[src/rtl/uart_pkg.sv]
// Shared definitions for the parametrised UART transmitter: FSM state codes
// and serial line levels.
package uart_pkg;

    typedef logic [2:0] state_t;

    localparam state_t ST_IDLE   = 3'd0;
    localparam state_t ST_START  = 3'd1;
    localparam state_t ST_DATA   = 3'd2;
    localparam state_t ST_PARITY = 3'd3;
    localparam state_t ST_STOP   = 3'd4;

    localparam logic START_BIT = 1'b0;
    localparam logic STOP_BIT  = 1'b1;
    localparam logic IDLE_LVL  = 1'b1;

endpackage

[src/rtl/uart_tx_baud_gen.sv]
// Bit-time prescaler: bit_tick is high in the last clock of every bit time.
// Held at zero while clr is high so each frame starts on a full bit time.
module uart_tx_baud_gen #(
    parameter int PRESCALE = 1
) (
    input  logic CLK,
    input  logic RST,
    input  logic clr,
    output logic bit_tick
);

    localparam int CW = (PRESCALE > 1) ? $clog2(PRESCALE) : 1;
    localparam logic [CW-1:0] LAST_CNT = CW'(PRESCALE - 1);
    localparam logic [CW-1:0] ZERO_CNT = {CW{1'b0}};
    localparam logic [CW-1:0] ONE_CNT  = CW'(1);

    logic [CW-1:0] cnt_r;

    assign bit_tick = (cnt_r == LAST_CNT);

    // Prescale counter, wraps on every tick.
    always_ff @(posedge CLK or posedge RST) begin
        if (RST) begin
            cnt_r <= ZERO_CNT;
        end else if (clr || bit_tick) begin
            cnt_r <= ZERO_CNT;
        end else begin
            cnt_r <= cnt_r + ONE_CNT;
        end
    end

endmodule

[src/rtl/uart_tx_param.sv]
// Parametrised UART transmitter with a one-entry holding register, runtime
// parity and 1/2 stop bits; back-to-back frames leave no idle gap.
module uart_tx_param #(
    parameter int DATA_WIDTH = 8,
    parameter int PRESCALE   = 1
) (
    input  logic                  CLK,
    input  logic                  RST,
    input  logic [DATA_WIDTH-1:0] P_DATA,
    input  logic                  Data_Valid,
    output logic                  Data_Ready,
    input  logic                  PAR_EN,
    input  logic                  PAR_TYP,
    input  logic                  STOP2,
    output logic                  TX_OUT,
    output logic                  busy
);

    import uart_pkg::*;

    localparam int BW = $clog2(DATA_WIDTH);
    localparam logic [BW-1:0] ZERO_BIT = {BW{1'b0}};
    localparam logic [BW-1:0] ONE_BIT  = BW'(1);
    localparam logic [BW-1:0] LAST_BIT = BW'(DATA_WIDTH - 1);

    state_t                  state_r, state_s;
    logic [BW-1:0]           bit_cnt_r, bit_cnt_s;
    logic [DATA_WIDTH-1:0]   shift_r, shift_s;
    logic [DATA_WIDTH-1:0]   hold_data_r, hold_data_s;
    logic                    hold_full_r, hold_full_s;
    logic                    par_en_r, par_en_s;
    logic                    par_bit_r, par_bit_s;
    logic                    stop2_r, stop2_s;
    logic                    load_s, accept_s, tx_s, busy_s, bit_tick_s;

    uart_tx_baud_gen #(
        .PRESCALE (PRESCALE)
    ) u_baud (
        .CLK      (CLK),
        .RST      (RST),
        .clr      (state_r == ST_IDLE),
        .bit_tick (bit_tick_s)
    );

    assign Data_Ready = ~hold_full_r;
    assign accept_s   = Data_Valid && ~hold_full_r;

    // Frame sequencing; the bit counter doubles as the stop-bit counter.
    always_comb begin
        state_s   = state_r;
        bit_cnt_s = bit_cnt_r;
        load_s    = 1'b0;
        case (state_r)
            ST_IDLE: begin
                if (hold_full_r) begin
                    state_s   = ST_START;
                    bit_cnt_s = ZERO_BIT;
                    load_s    = 1'b1;
                end else begin
                    state_s = ST_IDLE;
                end
            end
            ST_START: begin
                if (bit_tick_s) begin
                    state_s   = ST_DATA;
                    bit_cnt_s = ZERO_BIT;
                end else begin
                    state_s = ST_START;
                end
            end
            ST_DATA: begin
                if (bit_tick_s && (bit_cnt_r == LAST_BIT)) begin
                    state_s   = par_en_r ? ST_PARITY : ST_STOP;
                    bit_cnt_s = ZERO_BIT;
                end else if (bit_tick_s) begin
                    bit_cnt_s = bit_cnt_r + ONE_BIT;
                end else begin
                    state_s = ST_DATA;
                end
            end
            ST_PARITY: begin
                if (bit_tick_s) begin
                    state_s   = ST_STOP;
                    bit_cnt_s = ZERO_BIT;
                end else begin
                    state_s = ST_PARITY;
                end
            end
            ST_STOP: begin
                if (bit_tick_s && stop2_r && (bit_cnt_r == ZERO_BIT)) begin
                    bit_cnt_s = ONE_BIT;
                end else if (bit_tick_s && hold_full_r) begin
                    state_s   = ST_START;
                    bit_cnt_s = ZERO_BIT;
                    load_s    = 1'b1;
                end else if (bit_tick_s) begin
                    state_s   = ST_IDLE;
                    bit_cnt_s = ZERO_BIT;
                end else begin
                    state_s = ST_STOP;
                end
            end
            default: begin
                state_s   = ST_IDLE;
                bit_cnt_s = ZERO_BIT;
            end
        endcase
    end

    // Holding register, shifter and per-frame configuration snapshot.
    always_comb begin
        hold_data_s = accept_s ? P_DATA : hold_data_r;
        if (accept_s) begin
            hold_full_s = 1'b1;
        end else if (load_s) begin
            hold_full_s = 1'b0;
        end else begin
            hold_full_s = hold_full_r;
        end

        if (load_s) begin
            shift_s   = hold_data_r;
            par_en_s  = PAR_EN;
            par_bit_s = (^hold_data_r) ^ PAR_TYP;
            stop2_s   = STOP2;
        end else if ((state_r == ST_DATA) && bit_tick_s) begin
            shift_s   = {1'b0, shift_r[DATA_WIDTH-1:1]};
            par_en_s  = par_en_r;
            par_bit_s = par_bit_r;
            stop2_s   = stop2_r;
        end else begin
            shift_s   = shift_r;
            par_en_s  = par_en_r;
            par_bit_s = par_bit_r;
            stop2_s   = stop2_r;
        end

        case (state_s)
            ST_START:  tx_s = START_BIT;
            ST_DATA:   tx_s = shift_s[0];
            ST_PARITY: tx_s = par_bit_s;
            ST_STOP:   tx_s = STOP_BIT;
            default:   tx_s = IDLE_LVL;
        endcase

        busy_s = (state_s != ST_IDLE) || hold_full_s;
    end

    // State and output registers.
    always_ff @(posedge CLK or posedge RST) begin
        if (RST) begin
            state_r     <= ST_IDLE;
            bit_cnt_r   <= ZERO_BIT;
            shift_r     <= {DATA_WIDTH{1'b0}};
            hold_data_r <= {DATA_WIDTH{1'b0}};
            hold_full_r <= 1'b0;
            par_en_r    <= 1'b0;
            par_bit_r   <= 1'b0;
            stop2_r     <= 1'b0;
            TX_OUT      <= IDLE_LVL;
            busy        <= 1'b0;
        end else begin
            state_r     <= state_s;
            bit_cnt_r   <= bit_cnt_s;
            shift_r     <= shift_s;
            hold_data_r <= hold_data_s;
            hold_full_r <= hold_full_s;
            par_en_r    <= par_en_s;
            par_bit_r   <= par_bit_s;
            stop2_r     <= stop2_s;
            TX_OUT      <= tx_s;
            busy        <= busy_s;
        end
    end

endmodule

[config.mk]
export PLATFORM = sky130hd
export DESIGN_NAME = uart_tx_param
export DESIGN_NICKNAME = d
export VERILOG_FILES = /design/src/rtl/uart_pkg.sv /design/src/rtl/uart_tx_baud_gen.sv /design/src/rtl/uart_tx_param.sv
export SDC_FILE = /design/constraint.sdc
export NUM_CORES = 1
export LEC_CHECK = 0
export CAP_MARGIN = 20
export CORE_MARGIN = 8
export CORE_UTILIZATION = 54
export DETAILED_ROUTE_END_ITERATION = 10
export PLACE_DENSITY = 0.77
export SYNTH_ARGS = -nofsm -noshare
export SYNTH_HDL_FRONTEND = slang
export SYNTH_SLANG_ARGS = --single-unit
[constraint.sdc]
create_clock -name CLK -period 2.09 [get_ports CLK]
set_input_delay 0.418 -clock CLK [delete_from_list [all_inputs] [get_ports CLK]]
set_output_delay 0.418 -clock CLK [all_outputs]
set_load 0.01 [all_outputs]
Word-level counts from Yosys, hierarchy flattened:

Index checks and enable logic that the tools add are counted.

* input bits: 14
* word-level logic and storage cells: 70
* register bits: 29
* output and inout bits: 3

* reduce and logical (&&, ||, !) cells: 15
* equal/unequal tests: 10
* bitwise operators: 3
* $add $sub $neg: 2
* muxes and demuxes: 28

Operators by type and width (count)
* $mux 3: 13
* $mux 8: 2
* $pmux 3 s5: 1
* $eq 3x2->1 const B: 4
* $pmux 3 s4: 1
* $mux 1: 8
* $reduce_xor 8->1: 1
* $eq 3x1->1 const B: 2
* $eq 3x3->1 const B: 2
* $logic_and 1x1->1: 6
* $logic_not 3->1: 2
* $add 3x1->3 const B: 1
* $ne 3x3->1 const B: 1
* $pmux 1 s3: 1
* $reduce_bool 3->1: 1
* $logic_or 1x1->1: 2
* $mux 2: 1
* $ne 2x2->1 const B: 1
* $not 1->1: 2
* $pmux 1 s2: 1
* $reduce_and 2->1: 1
* $reduce_bool 2->1: 1
* $reduce_or 2->1: 1
* $add 1x1->1 const B: 1
* $xor 1x1->1: 1

Longest topological paths before layout:

Gate-level depths: netlist of run 1.

* depth in word-level cells: 8
* gate-level depth with buffers: 8
* gate-level depth less buffers: 7

Hierarchy:

Synthesis of run 1 repeated with hierarchy kept, for this count alone.

* cells, all modules: 133
* area, all modules: 1516.5 um2

By module, submodules not included
* uart_tx_param: area each 1480.2 um2, sequential area each 701.9 um2, cells an instance 129, times used 1
* uart_tx_baud_gen: area each 36.3 um2, sequential area each 25.0 um2, cells an instance 4, times used 1

Worst setup path before layout of run 1:

OpenSTA, ideal clock, no wires.

* kind: reg2reg
* start point: register bit_cnt_r[0]
* end point: register shift_r[1]
* clock period less this slack: 1609 ps
* path slack: 481 ps
* library setup time: 118 ps
* required time: 1972 ps
* cell stages (with the launch flop): 9
* arrival: 1491 ps
* cells stage by stage: dfrtp_1 > inv_1 > ha_1 > and3b_1 > o21ai_1 > and3_1 > buf_2 > a22o_1 > a21o_1

* cells in the longest elaborated chain, start to end: 5
* elaborated cells on any way between the ends: 6
* those cells by class: 3 x mux; 3 x reduce/logical

Ends and longest elaborated chain
* start, declared: line uart_tx_param.sv:27 `logic [BW-1:0] bit_cnt_r, bit_cnt_s;`
* start signal, assigned: line uart_tx_param.sv:164 `bit_cnt_r <= bit_cnt_s;`
* $logic_not 3->1 *: line uart_tx_param.sv:90 `if (bit_tick_s && stop2_r && (bit_cnt_r == ZERO_BIT)) begin`
* $logic_and 1x1->1 *: line uart_tx_param.sv:90
* $mux 1 *: line uart_tx_param.sv:90
* $pmux 1 s2 *: line uart_tx_param.sv:53 `case (state_r)`
* $mux 8 or $reduce_bool 2->1 (tied branches)
* end signal, assigned: line uart_tx_param.sv:154 `shift_r <= {DATA_WIDTH{1'b0}};`
* end signal, assigned: line uart_tx_param.sv:165 `shift_r <= shift_s;`
* end, declared: line uart_tx_param.sv:28 `logic [DATA_WIDTH-1:0] shift_r, shift_s;`

Every way passes the cells marked *; elsewhere a longest branch is shown, timed or not.
A chain may end at the register's enable or synchronous reset.

Worst setup path after layout of run 1:

* start point: register bit_cnt_r[0]
* end point: register shift_r[5]

The elaborated chain is that of the path after synthesis.

==> impl_metrics.json, run 1 <==
{
  "drtAntennaViolNets": 0,
  "grt_usage_pct": 13.6,
  "cts_sinks": 29,
  "dp_hpwl_um": 2000,
  "fp.coreArea_sq_mm": 0.00248,
  "reg2reg_depth": 7,
  "fin_crit_ns": 1.85,
  "clk_path_buf_depth": 2,
  "ir_drop_uv": 1280,
  "fin_tns_setup_ns": 0,
  "maxSlewViolCount": 0,
  "placed_area_sq_mm": 0.00159,
  "yosysWarnings": 0,
  "grt_pass1_vias": 1103,
  "htreeDepth": 2,
  "skew_ns": 0.00542,
  "cts-root-buf": "clkbuf_4",
  "cp_max_fo": 11,
  "synth_area_sq_mm": 0.00141,
  "outcome": "complete, no violations",
  "max_freq_mhz": 541,
  "clk_pin_slew_ns": 0.09,
  "startpoint_type": "flip-flop",
  "layout_common_cells": "dfrtp_1 (28), clkdlybuf4s50_1 (16), nand2_1 (13), nor2_1 (10)",
  "antenna_found_initial": 0,
  "combinationalPowerShare_pct": 43.7,
  "power_frac_seq_pct": 41.2,
  "stdcell_area_sq_mm": 0.00166,
  "synth-edff-count": 0,
  "synth_top_flop_cell": "dfrtp_1",
  "vias": 997,
  "overflow": 0,
  "p_per_area_mw_per_mm2": 1520,
  "initial_core_util_pct": 56.9,
  "die-height_um": 67.1,
  "drc": 0,
  "rsz0062_at_grt": "false",
  "drtIter0Drc": 44,
  "clk_latency_ns": 0.32,
  "hold_viol": 0,
  "cap_violations": 0,
  "fp.dieW_um": 67.1,
  "viasPerCell": 5.57,
  "ys_ff_latch": 29,
  "rows": 18,
  "wl_um": 2610,
  "cts_setup_buffers": 0,
  "timing.rr.end": "shift_r[5]",
  "p_switching_uw": 922,
  "power.internal_mw": 1.60,
  "synth_area_leader_cell": "dfrtp_1",
  "ys_seq_area_share_pct": 51.6,
  "hp-class": "primary input to async pin",
  "setup_viol": 0,
  "power_frac_clock_pct": 15.1,
  "p_leak_nw": 0.768,
  "antenna-diode-count": 0,
  "synth_cells": 128,
  "crit_required_ns": 2.31,
  "synth_nets": 145,
  "cts_resized": 0,
  "r2r_slack_ns": 0.24,
  "dr.pass1.iters": 4,
  "portBuffers": 16,
  "grt_pass1_wl_um": 4600,
  "switching_share_pct": 36.5,
  "drive_above_1_share_pct": 15.4,
  "io_pins": 17,
  "layout_commonest_cell": "dfrtp_1",
  "min_period_over_period_pct": 88.5,
  "syn_avg_cell_area_sq_um": 11.0,
  "r2r_start": "bit_cnt_r[0]",
  "detail_route.wl_per_cell_um": 14.6,
  "yosysTopAreaCellShare_pct": 49.7,
  "yosysUniqueCellTypes": 35,
  "cts_buffers": 5,
  "grt_max_degree": 30,
  "dieArea_sq_mm": 0.00450,
  "cp-end-kind": "flip-flop",
  "power_mw": 2.53,
  "path_class": "flip-flop to flip-flop",
  "ys_async_sr_fraction_pct": 100,
  "place_congestion": 0.790,
  "area_growth_pct": 17.6,
  "cts_hold_buf": 0,
  "cp.arrival_ns": 2.07,
  "synthTopCellsByArea": "dfrtp_1 (50%), mux2_2 (6.4%), a22o_1 (5.0%), xnor2_1 (5.0%), a21o_1 (3.7%)",
  "fin_nets": 165,
  "cts_tree": "yes"
}
[registers in the layout, summed over array words and instances (netlist names), 3 cells and up]
name and flops:
state_r 3, bit_cnt_r 3, hold_data_r 8, shift_r 8
[power groups by stage]
stage	Clock (mW)	Combinational, mW	Sequential [mW]
6_report	0.382	1.10	1.04
5_1_grt	0.418	1.24	1.08
4_1_cts	0.397	1.12	1.04
3_5_place_dp	0	1.12	1.05
3_3_place_gp	0	1.07	1.04
2_1_floorplan	0	0.937	0.975
[cells by family after synthesis]
family	Yosys count	synth area share [%]
fa+ha+maj	3	2.66
other cells	1	0.266
xor+xnor	9	5.59
buf+inv	11	4.17
mux	9	7.10
simple gates	38	14.1
compound gates	28	14.6
flops	29	51.6
[synth_stat cells, types with 3 or more instances]
library cell  number
dfrtp_1           28
nand2_1           13
nor2_1            10
a22o_1             8
mux2_2             8
xnor2_1            8
a21o_1             7
inv_1              6
a21oi_1            4
ha_1               3
nand2b_1           3
[layer usage]
| metal | part of all wire, % | global-route usage (%) |
|---|---|---|
| met1 | 41 | 13.4 |
| met2 | 52 | 24.1 |
| met3 | 3.8 | 3.86 |
| met4 | 2.6 | 9.40 |
| met5 | 0 | 0 |
[metrics by stage]
| stage | hold WS (ns) | utilization (%) | setup slack (ns) | std cells |
|---|---|---|---|---|
| finish | 0.447 | 66.9 | 0.240 | 179 |
| global route | 0.485 | 66.9 | 0.133 | 179 |
| CTS | 0.450 | 66.9 | 0.109 | 179 |
| detailed placement | 0.465 | 64.0 | 0.132 | 171 |
| global placement | 0.461 | 64.0 | 0.243 | 171 |
| floorplan | 0.439 | - | 0.481 | 128 |
[worst max-delay path: stages (launching register included)]
cell and delay, ns:
dfrtp_1 0.40, inv_1 0.06, ha_1 0.19, and3b_1 0.18, o21ai_1 0.22, and3_2 0.35, nor2_1 0.14, a21o_1 0.21
[worst max-delay path by stage]
stage | startpoint | endpoint | slack [ns] | cells past startpoint
finish | bit_cnt_r[0] | shift_r[5] | 0.24 | 7
global route | bit_cnt_r[0] | shift_r[5] | 0.13 | 7
CTS | bit_cnt_r[0] | shift_r[5] | 0.11 | 7
detailed placement | bit_cnt_r[0] | shift_r[5] | 0.13 | 7
global placement | bit_cnt_r[0] | shift_r[3] | 0.24 | 7
floorplan | bit_cnt_r[0] | shift_r[1] | 0.48 | 8
[cell type report]
type                       count  area (sq um)
timing repair buffer          18           175
clock inverter                 1          5.00
tap                           30          37.5
sequential                    29           727
fill                         211           820
clock buffer                   7          65.1
inverter                       6          22.5
multi-input combinational     88           626
(Power assumes the default switching activity.)
==> run 2: changes to the inputs <==
--- a/config.mk
+++ b/config.mk
@@ -10,6 +10,7 @@
 export CORE_UTILIZATION = 54
 export DETAILED_ROUTE_END_ITERATION = 10
 export PLACE_DENSITY = 0.77
+export SLEW_MARGIN = 20
 export SYNTH_ARGS = -nofsm -noshare
 export SYNTH_HDL_FRONTEND = slang
 export SYNTH_SLANG_ARGS = --single-unit
==> results of run 2 <==
Same layout as run 1: the final DEF is identical, and so are final timing and power.
